$ cat config.mk
export PLATFORM = sky130hd
export DESIGN_NAME = spi_frame_reader_flat
export DESIGN_NICKNAME = d
export VERILOG_FILES = /design/src/rtl/spi_frame_reader_pkg.sv /design/src/rtl/spi_frame_reader_if.sv /design/src/rtl/spi_frame_reader_spi_clk_gen.sv /design/src/rtl/spi_frame_reader.sv /design/src/flat_wrapper.sv
export SDC_FILE = /design/constraint.sdc
export NUM_CORES = 1
export LEC_CHECK = 0
export BUFFER_PORTS_ARGS = -buffer_cell sky130_fd_sc_hd__buf_2
export CAP_MARGIN = 20
export CORE_ASPECT_RATIO = 0.7
export CORE_UTILIZATION = 30
export DETAILED_ROUTE_END_ITERATION = 7
export GPL_TIMING_DRIVEN = 0
export PLACE_DENSITY = 0.51
export SLEW_MARGIN = 20
export SYNTH_ARGS = -nofsm -noshare
export SYNTH_HDL_FRONTEND = slang
export SYNTH_SLANG_ARGS = --single-unit
$ cat constraint.sdc
create_clock -name sampling_clk -period 2.3 [get_ports sampling_clk]
set_input_delay 0.23 -clock sampling_clk [delete_from_list [all_inputs] [get_ports sampling_clk]]
set_output_delay 0.23 -clock sampling_clk [all_outputs]
set_load 0.1 [all_outputs]
$ cat src/rtl/spi_frame_reader_pkg.sv
// Shared frame layout, framing constants and FSM encoding for the SPI frame
// reader and any slave-side model that has to produce matching frames.
package spi_frame_reader_pkg;

    localparam int FRAME_LEN = 128;

    localparam logic [7:0] START_BYTE = 8'h7E;
    localparam logic [7:0] END_BYTE   = 8'h7D;
    localparam logic [7:0] ZERO_BYTE  = 8'h00;

    localparam int START_MSB = 127;
    localparam int START_LSB = 120;
    localparam int ID_MSB    = 119;
    localparam int ID_LSB    = 104;
    localparam int CYCLE_MSB = 103;
    localparam int CYCLE_LSB = 40;
    localparam int DATA_MSB  = 39;
    localparam int DATA_LSB  = 16;
    localparam int ZERO_MSB  = 15;
    localparam int ZERO_LSB  = 8;
    localparam int END_MSB   = 7;
    localparam int END_LSB   = 0;

    localparam int ID_WIDTH    = ID_MSB - ID_LSB + 1;
    localparam int CYCLE_WIDTH = CYCLE_MSB - CYCLE_LSB + 1;
    localparam int DATA_WIDTH  = DATA_MSB - DATA_LSB + 1;

    localparam logic [2:0] ST_IDLE     = 3'd0;
    localparam logic [2:0] ST_SETUP    = 3'd1;
    localparam logic [2:0] ST_SHIFT_LO = 3'd2;
    localparam logic [2:0] ST_SHIFT_HI = 3'd3;
    localparam logic [2:0] ST_HOLD     = 3'd4;
    localparam logic [2:0] ST_CHECK    = 3'd5;

    typedef struct packed {
        logic [ID_WIDTH-1:0]    id;
        logic [CYCLE_WIDTH-1:0] cycle;
        logic [DATA_WIDTH-1:0]  data;
    } trigger_fields_t;

    function automatic logic frame_ok(input logic [FRAME_LEN-1:0] frame);
        return (frame[START_MSB:START_LSB] == START_BYTE) &&
               (frame[ZERO_MSB:ZERO_LSB]   == ZERO_BYTE)  &&
               (frame[END_MSB:END_LSB]     == END_BYTE);
    endfunction

    function automatic trigger_fields_t extract_fields(input logic [FRAME_LEN-1:0] frame);
        trigger_fields_t f;
        f.id    = frame[ID_MSB:ID_LSB];
        f.cycle = frame[CYCLE_MSB:CYCLE_LSB];
        f.data  = frame[DATA_MSB:DATA_LSB];
        return f;
    endfunction

endpackage

$ cat src/rtl/spi_frame_reader_if.sv
// Bus between the frame reader (SPI master side) and its environment, which
// supplies start and the slave's serial data and consumes the decoded fields.
interface spi_frame_reader_if;
    import spi_frame_reader_pkg::*;

    logic                   start;
    logic                   busy;
    logic                   spi_clk;
    logic                   spi_cs;
    logic                   spi_si;
    logic                   frame_valid;
    logic                   frame_error;
    logic [ID_WIDTH-1:0]    trigger_id;
    logic [CYCLE_WIDTH-1:0] trigger_cycle;
    logic [DATA_WIDTH-1:0]  trigger_data;
    logic [7:0]             err_count;

    modport master (
        input  start, spi_si,
        output busy, spi_clk, spi_cs, frame_valid, frame_error,
               trigger_id, trigger_cycle, trigger_data, err_count
    );

    modport slave (
        output start, spi_si,
        input  busy, spi_clk, spi_cs, frame_valid, frame_error,
               trigger_id, trigger_cycle, trigger_data, err_count
    );

endinterface

$ cat src/rtl/spi_frame_reader_spi_clk_gen.sv
// Half-period timer for the SPI clock: strobes on the last cycle of every
// CLK_DIV-long half period while the reader is in an active phase.
module spi_clk_gen #(
    parameter int CLK_DIV = 4
) (
    input  logic sampling_clk,
    input  logic reset,
    input  logic active,
    input  logic clk_high,
    output logic rise,
    output logic fall
);

    localparam logic [7:0] LAST = 8'(CLK_DIV - 1);

    logic [7:0] half_cnt_q;
    logic [7:0] half_cnt_d;
    logic       half_end;

    assign half_end = active && (half_cnt_q == LAST);

    // Low phases (SETUP and HOLD included) end with rise, high phases with fall.
    assign rise = half_end && !clk_high;
    assign fall = half_end &&  clk_high;

    always_comb begin
        half_cnt_d = half_cnt_q + 8'd1;
        if (!active || half_end) begin
            half_cnt_d = '0;
        end
    end

    always_ff @(posedge sampling_clk) begin
        if (reset) begin
            half_cnt_q <= '0;
        end else begin
            half_cnt_q <= half_cnt_d;
        end
    end

endmodule

$ cat src/rtl/spi_frame_reader.sv
// SPI mode-0 master that reads one fixed 128-bit frame per start request,
// checks its framing bytes and publishes the trigger fields of good frames.
module spi_frame_reader
    import spi_frame_reader_pkg::*;
#(
    parameter int CLK_DIV    = 4,
    parameter int FRAME_BITS = 128
) (
    input  logic                sampling_clk,
    input  logic                reset,
    spi_frame_reader_if.master  bus
);

    logic [2:0]             state_q, state_d;
    logic                   busy_q, busy_d;
    logic                   spi_clk_q, spi_clk_d;
    logic                   spi_cs_q, spi_cs_d;
    logic                   frame_valid_q, frame_valid_d;
    logic                   frame_error_q, frame_error_d;
    logic [FRAME_BITS-1:0]  shift_q, shift_d;
    logic [6:0]             bit_cnt_q, bit_cnt_d;
    logic [ID_WIDTH-1:0]    trigger_id_q, trigger_id_d;
    logic [CYCLE_WIDTH-1:0] trigger_cycle_q, trigger_cycle_d;
    logic [DATA_WIDTH-1:0]  trigger_data_q, trigger_data_d;
    logic [7:0]             err_count_q, err_count_d;

    logic            active;
    logic            clk_high;
    logic            rise;
    logic            fall;
    trigger_fields_t fields;

    assign active   = (state_q == ST_SETUP) || (state_q == ST_SHIFT_LO) ||
                      (state_q == ST_SHIFT_HI) || (state_q == ST_HOLD);
    assign clk_high = (state_q == ST_SHIFT_HI);
    assign fields   = extract_fields(shift_q);

    spi_clk_gen #(
        .CLK_DIV (CLK_DIV)
    ) u_spi_clk_gen (
        .sampling_clk (sampling_clk),
        .reset        (reset),
        .active       (active),
        .clk_high     (clk_high),
        .rise         (rise),
        .fall         (fall)
    );

    always_comb begin
        state_d         = state_q;
        shift_d         = shift_q;
        bit_cnt_d       = bit_cnt_q;
        frame_valid_d   = 1'b0;
        frame_error_d   = 1'b0;
        trigger_id_d    = trigger_id_q;
        trigger_cycle_d = trigger_cycle_q;
        trigger_data_d  = trigger_data_q;
        err_count_d     = err_count_q;

        case (state_q)
            ST_IDLE: begin
                if (bus.start) begin
                    state_d = ST_SETUP;
                end
            end
            ST_SETUP: begin
                if (rise) begin
                    state_d = ST_SHIFT_LO;
                end
            end
            ST_SHIFT_LO: begin
                if (rise) begin
                    state_d   = ST_SHIFT_HI;
                    shift_d   = {shift_q[FRAME_BITS-2:0], bus.spi_si};
                    bit_cnt_d = bit_cnt_q + 7'd1;
                end
            end
            ST_SHIFT_HI: begin
                // The counter has wrapped back to zero only after the 128th sample.
                if (fall) begin
                    state_d = (bit_cnt_q == 7'd0) ? ST_HOLD : ST_SHIFT_LO;
                end
            end
            ST_HOLD: begin
                if (rise) begin
                    state_d = ST_CHECK;
                end
            end
            ST_CHECK: begin
                state_d = ST_IDLE;
                if (frame_ok(shift_q)) begin
                    frame_valid_d   = 1'b1;
                    trigger_id_d    = fields.id;
                    trigger_cycle_d = fields.cycle;
                    trigger_data_d  = fields.data;
                end else begin
                    frame_error_d = 1'b1;
                    if (err_count_q != 8'hFF) begin
                        err_count_d = err_count_q + 8'd1;
                    end
                end
            end
            default: begin
                state_d = ST_IDLE;
            end
        endcase

        busy_d    = (state_d != ST_IDLE);
        spi_clk_d = (state_d == ST_SHIFT_HI);
        spi_cs_d  = !((state_d == ST_SETUP) || (state_d == ST_SHIFT_LO) ||
                      (state_d == ST_SHIFT_HI) || (state_d == ST_HOLD));
    end

    always_ff @(posedge sampling_clk) begin
        if (reset) begin
            state_q         <= ST_IDLE;
            busy_q          <= 1'b0;
            spi_clk_q       <= 1'b0;
            spi_cs_q        <= 1'b1;
            frame_valid_q   <= 1'b0;
            frame_error_q   <= 1'b0;
            shift_q         <= '0;
            bit_cnt_q       <= '0;
            trigger_id_q    <= '0;
            trigger_cycle_q <= '0;
            trigger_data_q  <= '0;
            err_count_q     <= '0;
        end else begin
            state_q         <= state_d;
            busy_q          <= busy_d;
            spi_clk_q       <= spi_clk_d;
            spi_cs_q        <= spi_cs_d;
            frame_valid_q   <= frame_valid_d;
            frame_error_q   <= frame_error_d;
            shift_q         <= shift_d;
            bit_cnt_q       <= bit_cnt_d;
            trigger_id_q    <= trigger_id_d;
            trigger_cycle_q <= trigger_cycle_d;
            trigger_data_q  <= trigger_data_d;
            err_count_q     <= err_count_d;
        end
    end

    assign bus.busy          = busy_q;
    assign bus.spi_clk       = spi_clk_q;
    assign bus.spi_cs        = spi_cs_q;
    assign bus.frame_valid   = frame_valid_q;
    assign bus.frame_error   = frame_error_q;
    assign bus.trigger_id    = trigger_id_q;
    assign bus.trigger_cycle = trigger_cycle_q;
    assign bus.trigger_data  = trigger_data_q;
    assign bus.err_count     = err_count_q;

endmodule

$ cat src/flat_wrapper.sv
// flat-port wrapper written by rule: the top's interface ports become plain ports
module spi_frame_reader_flat import spi_frame_reader_pkg::*;
#(
    parameter int CLK_DIV    = 4,
    parameter int FRAME_BITS = 128
)
  (sampling_clk, reset, bus_start, bus_spi_si, bus_busy, bus_spi_clk, bus_spi_cs, bus_frame_valid, bus_frame_error, bus_trigger_id, bus_trigger_cycle, bus_trigger_data, bus_err_count);
  spi_frame_reader_if bus_i ();
  input  logic sampling_clk;
  input  logic reset;
  input wire logic [$bits(bus_i.start)-1:0] bus_start;
  input wire logic [$bits(bus_i.spi_si)-1:0] bus_spi_si;
  output wire logic [$bits(bus_i.busy)-1:0] bus_busy;
  output wire logic [$bits(bus_i.spi_clk)-1:0] bus_spi_clk;
  output wire logic [$bits(bus_i.spi_cs)-1:0] bus_spi_cs;
  output wire logic [$bits(bus_i.frame_valid)-1:0] bus_frame_valid;
  output wire logic [$bits(bus_i.frame_error)-1:0] bus_frame_error;
  output wire logic [$bits(bus_i.trigger_id)-1:0] bus_trigger_id;
  output wire logic [$bits(bus_i.trigger_cycle)-1:0] bus_trigger_cycle;
  output wire logic [$bits(bus_i.trigger_data)-1:0] bus_trigger_data;
  output wire logic [$bits(bus_i.err_count)-1:0] bus_err_count;
  assign bus_i.start = bus_start;
  assign bus_i.spi_si = bus_spi_si;
  assign bus_busy = bus_i.busy;
  assign bus_spi_clk = bus_i.spi_clk;
  assign bus_spi_cs = bus_i.spi_cs;
  assign bus_frame_valid = bus_i.frame_valid;
  assign bus_frame_error = bus_i.frame_error;
  assign bus_trigger_id = bus_i.trigger_id;
  assign bus_trigger_cycle = bus_i.trigger_cycle;
  assign bus_trigger_data = bus_i.trigger_data;
  assign bus_err_count = bus_i.err_count;
  spi_frame_reader #(.CLK_DIV(CLK_DIV), .FRAME_BITS(FRAME_BITS)) u_core (.sampling_clk(sampling_clk), .reset(reset), .bus(bus_i));
endmodule
==> impl_metrics.json, run 1 <==
{
  "critPathKind": "reg2reg",
  "layout_common_cells": "nand2_1 (478), dfxtp_1 (259), a21oi_1 (238), buf_2 (133), clkbuf_1 (41)",
  "synth_top_area_share": 0.563,
  "first_pass_iters": 8,
  "grtUsageTotal": 0.151,
  "start_util": 0.308,
  "yosysUniqueCellTypes": 33,
  "place.gp.congestion": 0.786,
  "grt_antenna_before_repair": 0,
  "die_w_um": 213,
  "ff_latch_area_um2": 5270,
  "finClkSkew_ns": 0.0163,
  "clkSlewWorstSetupHoldPaths_ns": 0.06,
  "endpoint_kind": "flop",
  "rsz0062_at_grt": "false",
  "synthCells": 1178,
  "netSwitchingPower_w": 0.00198,
  "drv_slew": 0,
  "grt_max_degree": 15,
  "irDropWorstVdd_v": 0.000359,
  "fin_nets": 1342,
  "rows": 53,
  "clock_latency_ns": 0.55,
  "drive_above_1_share": 0.174,
  "final_hold_viol_count": 0,
  "coreArea_um2": 30300,
  "yosysWarningCount": 0,
  "synth_area_um2": 9350,
  "synth_nets": 1186,
  "power-per-cell-area_nw_per_um2": 817,
  "grt_overflow": 0,
  "final.min_clock_period_ns": 2.18,
  "combPwrFrac": 0.016,
  "wl_um": 24400,
  "finalCritPeriodShare": 0.949,
  "multiInputGateArea_um2": 3750,
  "fmax_ghz": 0.458,
  "layout_commonest_cell": "nand2_1",
  "wire_per_inst_um": 13.8,
  "cp_max_fo": 11,
  "area_growth_pct": 24.0,
  "synthTopCellsByArea": "dfxtp_1 (56%), nand2_1 (19%), a21oi_1 (13%), clkbuf_1 (2.7%), nor2_1 (1.1%)",
  "status": "finished, final reports clean",
  "pwr-share-seq": 0.482,
  "hpwl_um": 17000,
  "layout.cells.non_filler": 1766,
  "fin_area_um2": 11600,
  "worstPathRequired_ns": 2.70,
  "cts_tree": "yes",
  "yosysSeqAreaShare": 0.563,
  "die_y_um": 150,
  "io_buffers": 119,
  "cts_buffers": 27,
  "worst_pin_slew_ns": 0.820,
  "h-tree-depth": 1,
  "nFillCells": 3172,
  "root_buffer": "clkbuf_16",
  "via_count": 7982,
  "power_leakage_nw": 4.22,
  "cp_data_arrival_time_ns": 2.59,
  "max_slew_margin": 0.449,
  "cts_sinks": 263,
  "hold_class": "in2reg",
  "synth_top_cell_by_area": "dfxtp_1",
  "grt_pass1_wl_um": 38300,
  "fin_ws_ns": 0.118,
  "switching_share": 0.209,
  "dieArea_um2": 31900,
  "clockBufferDepth": 3,
  "postSynthAreaPerCell_um2": 7.93,
  "ys_ff_latch": 263,
  "dp_cells": 1709,
  "drc_errors": 0,
  "routed_via_density": 4.52,
  "grt_pass1_vias": 7258,
  "maxCapViolations": 0,
  "setup_viol": 0,
  "power_frac_clock": 0.503,
  "pin_count": 121,
  "crit_path_start_kind": "flop",
  "pre_cts_ws_ns": -0.601,
  "ant_nets": 0,
  "intPower_w": 0.00749,
  "dr.first_iter.drc_count": 438,
  "place_area_um2": 10500
}
[registers in the layout, summed over array words and instances, names as in the netlist]
signal,flops
u_core.bus.spi_clk,1
u_core.bus.frame_valid,1
u_core.bus.frame_error,1
u_core.shift_q,128
u_core.bus.err_count,8
u_core.bit_cnt_q,7
u_core.bus.busy,1
u_core.bus.spi_cs,1
u_core.bus.trigger_data,24
u_core.bus.trigger_id,16
u_core.u_spi_clk_gen.half_cnt_q,8
u_core.bus.trigger_cycle,64
u_core.state_q,3
[repair_timing]
| action | in CTS | in global routing |
|---|---|---|
| hold endpoints to repair | 1 | 0 |
| buffers inserted | 4 | 4 |
| setup endpoints to repair | 240 | 209 |
| hold buffers | 1 | 0 |
| pin swaps | 4 | 1 |
| resized for setup | 27 | 35 |
[critical path, stage by stage, from the launching register on]
cell and delay [ns]:
dfxtp_1 0.33, nand4b_1 0.16, or4_1 0.50, or3_4 0.45
buf_2 0.22, clkbuf_4 0.23, nand2_1 0.08, a21oi_1 0.06
[power by group through the flow]
stage | registers, W | clock network, W | logic [W]
final | 0.00456 | 0.00476 | 0.000147
after global routing | 0.00456 | 0.00507 | 0.000162
after CTS | 0.00456 | 0.00487 | 0.000151
after detailed placement | 0.00466 | 0 | 0.000147
after global placement | 0.00466 | 0 | 0.000146
after floorplan | 0.00468 | 0 | 0.0000787
[metrics by stage]
step           setup TNS (ns)  total power [W]  utilization  hold WS (ns)
6_report                    0          0.00947        0.382        0.0295
2_1_floorplan               0          0.00476            -         0.370
5_1_grt                     0          0.00979        0.382        0.0501
3_5_place_dp           -95.80          0.00481        0.345         0.443
4_1_cts                     0          0.00958        0.380       0.00819
3_3_place_gp          -121.30          0.00481        0.345         0.442
[routing by layer]
metal	GRT usage	part of all wire
met1	0.227	0.53
met3	0.0344	0.049
met4	0.0338	0.017
met5	0	0
met2	0.217	0.41
[layout make-up]
type / instances / share of cell area
diodes: 1 / 0.000216
plain buffers: 83 / 0.0349
clock buffers: 38 / 0.0671
clock inverters: 10 / 0.0157
inverters: 6 / 0.00194
multi-input cells: 825 / 0.324
flip-flops and latches: 263 / 0.455
well taps: 412 / 0.0445
repair buffers: 128 / 0.0574
[cells by family (layout without fill, tap and decap cells)]
family	Yosys count	after routing	share of synthesized area
compound gates	244	244	0.132
flops	263	263	0.563
other cells	0	1	0
xor+xnor	13	13	0.0122
simple gates	558	558	0.240
mux	6	6	0.00696
buf+inv	90	265	0.0403
fa+ha+maj	4	4	0.00535
[worst paths after layout]
path | startpoint | endpoint | slack [ns] | depth (start not counted)
worst max-delay path | u_core.shift_q[9] | u_core.bus.trigger_cycle[9] | 0.12 | 7
worst min-delay path | bus_start | u_core.state_q[0] | 0.03 | 3
worst max register to register | u_core.shift_q[9] | u_core.bus.trigger_cycle[9] | 0.12 | 7
worst min register to register | u_core.bus.trigger_cycle[40] | u_core.bus.trigger_cycle[40] | 0.45 | 2
[Yosys cell counts]
library cell / number
or4b_2: 1
or3b_2: 2
o31ai_1: 3
nor4bb_1: 2
dfxtp_1: 263
nor2_1: 28
nand3b_1: 1
buf_2: 10
or4_1: 6
nor4_1: 4
nand3_1: 7
nand2b_1: 4
nand2_1: 479
buf_4: 7
and4b_1: 1
xnor2_1: 4
xor2_1: 9
nor3_1: 9
clkbuf_1: 67
nor4_2: 1
ha_1: 4
a31oi_1: 2
mux2_2: 4
mux2i_1: 2
and3_1: 1
a21oi_1: 238
nand4_1: 5
or3_1: 1
nand4b_1: 2
nor2b_1: 3
o21bai_1: 1
or2_2: 1
inv_1: 6
(Power assumes the default switching activity.)
==> inputs of run 2 (changes only) <==
Settings changed: CORE_UTILIZATION 30 to 59, CTS_BUF_LIST set to sky130_fd_sc_hd__clkbuf_2 sky130_fd_sc_hd__clkbuf_4 sky130_fd_sc_hd__clkbuf_8, PLACE_DENSITY 0.51 to 0.85, REMOVE_ABC_BUFFERS set to 1.
==> impl_metrics.json, run 2 (synthesis gave the netlist of run 1 again) <==
{
  "area_growth_pct": 19.2,
  "finalCritPeriodShare": 0.984,
  "power-per-cell-area_nw_per_um2": 755,
  "endpoint_kind": "flop",
  "nFillCells": 1217,
  "drv_slew": 0,
  "worstPathRequired_ns": 2.69,
  "finClkSkew_ns": 0.0199,
  "start_util": 0.603,
  "grt_max_degree": 135,
  "cp_max_fo": 11,
  "dr.first_iter.drc_count": 570,
  "cp_data_arrival_time_ns": 2.66,
  "fin_nets": 1302,
  "maxCapViolations": 0,
  "status": "finished, violations left",
  "cts_tree": "yes",
  "power_w": 0.00842,
  "cts_sinks": 263,
  "grt_pass1_wl_um": 33600,
  "clock_latency_ns": 0.51,
  "dieArea_um2": 16400,
  "root_buffer": "clkbuf_8",
  "grt_pass1_vias": 7302,
  "r2r_cells": 4,
  "failed_checks": "design-rule violations",
  "finalSetupTns_ns": 0,
  "worst_pin_slew_ns": 0.798,
  "layout_common_cells": "nand2_1 (478), dfxtp_1 (261), a21oi_1 (238), buf_2 (119), clkbuf_8 (47)",
  "grt_antenna_before_repair": 0,
  "clockBufferDepth": 3,
  "die_w_um": 152,
  "final.min_clock_period_ns": 2.26,
  "cts_buffers": 39,
  "drc_errors": 11,
  "whs_path_depth": 3,
  "ant_nets": 0,
  "top_register": "u_core.shift_q",
  "drive_above_1_share": 0.185,
  "grt_overflow": 0,
  "crit_path_start_kind": "flop",
  "rows": 38,
  "final_hold_viol_count": 0,
  "pin_count": 121,
  "wire_per_inst_um": 13.7,
  "hpwl_um": 12500,
  "coreArea_um2": 15500,
  "n_antenna_cell": 0,
  "via_count": 8067,
  "first_pass_iters": 7,
  "grtUsageTotal": 0.245,
  "layout_commonest_cell": "nand2_1",
  "setup_viol": 0,
  "fmax_ghz": 0.442,
  "irDropWorstVdd_v": 0.000605,
  "h-tree-depth": 2,
  "wl_um": 20900,
  "die_y_um": 107,
  "pre_cts_ws_ns": -0.387,
  "multiInputGateArea_um2": 3790,
  "routed_via_density": 5.31,
  "largest_reg_flops": 128,
  "max_slew_margin": 0.464,
  "fin_ws_ns": 0.0361,
  "place.gp.congestion": 0.778,
  "io_buffers": 120,
  "critPathKind": "reg2reg",
  "power_leakage_nw": 4.12,
  "clkSlewWorstSetupHoldPaths_ns": 0.06,
  "ff_latch_area_um2": 5270,
  "hold_class": "in2reg"
}
run 2: cell types whose count changed in the layout (fill, tap and decap cells not counted), sizes merged:
cell,change
diode,-1
or3,+1
clkinv,-1
bufinv,-5
buf,+9
clkbuf,-38
run 2: power by group:
group	switching [W]	internal [W]	total [W]
Clock	0.00164	0.00209	0.00373
Sequential	0.00000733	0.00456	0.00457
Combinational	0.0000981	0.0000207	0.000119
Total	0.00175	0.00667	0.00842
run 2: critical path: stages (launching register included):
cell	delay, ns
dfxtp_1	0.58
nand3b_1	0.34
o21bai_2	0.40
nor4_1	0.44
mux2_2	0.38
run 2: layer usage:
layer	share of wire	track usage	vias up
met5	0	0	-
met4	0.018	0.0743	0
met3	0.063	0.0584	39
met2	0.47	0.400	221
met1	0.45	0.326	3744
li1	-	-	4063
run 2: layout make-up:
| cell class | instances | share of cell area |
|---|---|---|
| timing repair buffer | 158 | 0.0923 |
| inverter | 6 | 0.00202 |
| clock buffer | 62 | 0.0682 |
| sequential | 263 | 0.473 |
| tap | 200 | 0.0225 |
| multi-input combinational | 826 | 0.340 |
| clock inverter | 4 | 0.00236 |
run 2: path summary, 6_finish.rpt:
check	from	endpoint	slack (ns)
worst max-delay path	u_core.state_q[0]	u_core.bus.err_count[5]	0.04
worst max register to register	u_core.state_q[0]	u_core.bus.err_count[5]	0.04
worst min-delay path	bus_start	u_core.state_q[0]	0.09
worst min register to register	u_core.u_spi_clk_gen.half_cnt_q[0]	u_core.u_spi_clk_gen.half_cnt_q[0]	0.43
run 2: what timing repair did:
item | 4_1_cts | 5_1_grt
setup endpoints to repair | 169 | 190
cloned | 1 | 0
hold buffers | 1 | 0
pin swaps | 4 | 4
setup buffers | 10 | 5
hold endpoints to repair | 1 | 0
resized for setup | 8 | 11
run 2: metrics by stage:
step | cell area [um2] | instances | hold WS [ns] | util
2_1_floorplan | 8990 | 1094 | 0.299 | -
3_3_place_gp | 9840 | 1414 | 0.439 | 0.635
3_5_place_dp | 10200 | 1436 | 0.443 | 0.655
4_1_cts | 11100 | 1514 | 0.0524 | 0.714
5_1_grt | 11100 | 1519 | 0.120 | 0.719
6_report | 11100 | 1519 | 0.0892 | 0.719
==> inputs of run 3 (changes only) <==
Settings changed: CTS_BUF_LIST sky130_fd_sc_hd__clkbuf_2 sky130_fd_sc_hd__clkbuf_4 sky130_fd_sc_hd__clkbuf_8 to sky130_fd_sc_hd__clkbuf_8.
==> impl_metrics.json, run 3 (synthesis gave the netlist of run 1 again) <==
{
  "status": "finished, violations left",
  "failed_checks": "design-rule violations",
  "netSwitchingPower_w": 0.00175,
  "combPwrFrac": 0.015,
  "io_buffers": 120,
  "top_register": "u_core.shift_q",
  "layout_common_cells": "nand2_1 (478), dfxtp_1 (261), a21oi_1 (238), buf_2 (119), clkbuf_8 (47)",
  "finClkSkew_ns": 0.0206,
  "fin_nets": 1302,
  "fmax_ghz": 0.440,
  "grt_overflow": 0,
  "whs_path_depth": 3,
  "endpoint_kind": "flop",
  "worstPathRequired_ns": 2.69,
  "reg2reg_slack_ns": 0.03,
  "hpwl_um": 12500,
  "rr_endpoint": "u_core.bus.err_count[5]",
  "min-delay-start": "bus_start",
  "via_count": 8076,
  "switching_share": 0.214,
  "cts_buffers": 39,
  "ant_nets": 0,
  "hold_class": "in2reg",
  "n_antenna_cell": 0,
  "r2r_start": "u_core.state_q[0]",
  "wire_per_inst_um": 13.7,
  "r2r_cells": 4,
  "pin_count": 121,
  "irDropWorstVdd_v": 0.000611,
  "nFillCells": 1227,
  "coreArea_um2": 15500,
  "power_w": 0.00818,
  "worst_pin_slew_ns": 0.803,
  "h-tree-depth": 2,
  "hold_path_end": "u_core.state_q[0]",
  "final.min_clock_period_ns": 2.27,
  "cts_sinks": 263,
  "clkSlewWorstSetupHoldPaths_ns": 0.06,
  "dr.first_iter.drc_count": 603,
  "routed_via_density": 5.32,
  "cp_max_fo": 11,
  "power_leakage_nw": 4.14,
  "clockBufferDepth": 3,
  "largest_reg_flops": 128,
  "setup_viol": 0,
  "intPower_w": 0.00643,
  "power_frac_clock": 0.427,
  "clock_latency_ns": 0.51,
  "grt_antenna_before_repair": 0,
  "grt_pass1_wl_um": 33600,
  "drive_above_1_share": 0.174,
  "start_util": 0.603,
  "area_growth_pct": 18.9,
  "power-per-cell-area_nw_per_um2": 736,
  "first_pass_iters": 8,
  "wl_um": 20800,
  "final_core_util": 0.717,
  "layout.cells.non_filler": 1519,
  "grt_max_degree": 135,
  "crit_path_start_kind": "flop",
  "root_buffer": "clkbuf_8",
  "rows": 38,
  "layout_commonest_cell": "nand2_1",
  "grtUsageTotal": 0.245,
  "drc_errors": 11,
  "final_hold_viol_count": 0,
  "cp_data_arrival_time_ns": 2.67,
  "drv_slew": 0,
  "place.gp.congestion": 0.778,
  "maxCapViolations": 0,
  "dieArea_um2": 16400,
  "die_w_um": 152,
  "max_slew_margin": 0.460,
  "die_y_um": 107,
  "critPathKind": "reg2reg",
  "finalCritPeriodShare": 0.988,
  "pwr-share-seq": 0.559,
  "grt_pass1_vias": 7253,
  "dp_cells": 1436,
  "fin_hold_ws_ns": 0.0802,
  "cts_tree": "yes"
}
run 3: layout make-up:
type | instances | area, um2 | area share
clock buffers | 47 | 647 | 0.0582
flip-flops and latches | 263 | 5270 | 0.474
well taps | 200 | 250 | 0.0225
clock inverters | 19 | 82.6 | 0.00743
inverters | 6 | 22.5 | 0.00203
repair buffers | 158 | 1050 | 0.0948
multi-input cells | 826 | 3790 | 0.341
run 3: worst max-delay path by stage:
stage	from	to	slack (ns)	cells after the start
5_1_grt	u_core.shift_q[0]	u_core.bus.trigger_cycle[61]	-0.06	9
2_1_floorplan	u_core.u_spi_clk_gen.half_cnt_q[0]	u_core.bit_cnt_q[3]	-4.81	6
3_5_place_dp	u_core.u_spi_clk_gen.half_cnt_q[0]	u_core.shift_q[81]	-0.39	8
4_1_cts	u_core.shift_q[9]	u_core.bus.trigger_cycle[59]	0.01	6
3_3_place_gp	u_core.shift_q[9]	u_core.bus.trigger_cycle[4]	-8.11	5
6_report	u_core.state_q[0]	u_core.bus.err_count[5]	0.03	4
run 3: through the flow:
stage | TNS, ns | cell area, um2 | setup slack [ns]
after floorplan | -1023.35 | 8990 | -4.81
after global placement | -1837.45 | 9840 | -8.11
after detailed placement | -33.72 | 10200 | -0.387
final | 0 | 11100 | 0.0266
after global routing | -1.03 | 11100 | -0.0589
after CTS | 0 | 11000 | 0.0147
run 3: power by group through the flow:
stage               logic [W]  registers [W]  clock network [W]
floorplan           0.0000151        0.00469                  0
global placement     0.000112        0.00467                  0
detailed placement   0.000116        0.00467                  0
CTS                  0.000117        0.00457            0.00358
global route         0.000129        0.00457            0.00378
finish               0.000119        0.00457            0.00349
run 3: critical path: stages, from the launching register on:
cell	delay (ns)
dfxtp_1	0.61
nand3b_1	0.34
o21bai_2	0.40
nor4_1	0.43
mux2_2	0.38
run 3: per-layer routing:
layer	vias to the layer above	GRT usage	wire, um
met2	212	0.397	9770
li1	4062	-	-
met1	3772	0.331	9470
met4	0	0.0722	291
met3	30	0.0564	1300
met5	-	0	0
run 3: timing repair:
| item | CTS | global route |
|---|---|---|
| setup endpoints to repair | 169 | 187 |
| setup buffers | 10 | 4 |
| gates cloned | 1 | 1 |
| hold buffers | 1 | 0 |
| endpoints found under the hold margin | 1 | 0 |
| pin swaps | 4 | 4 |
| gates resized for setup | 8 | 12 |
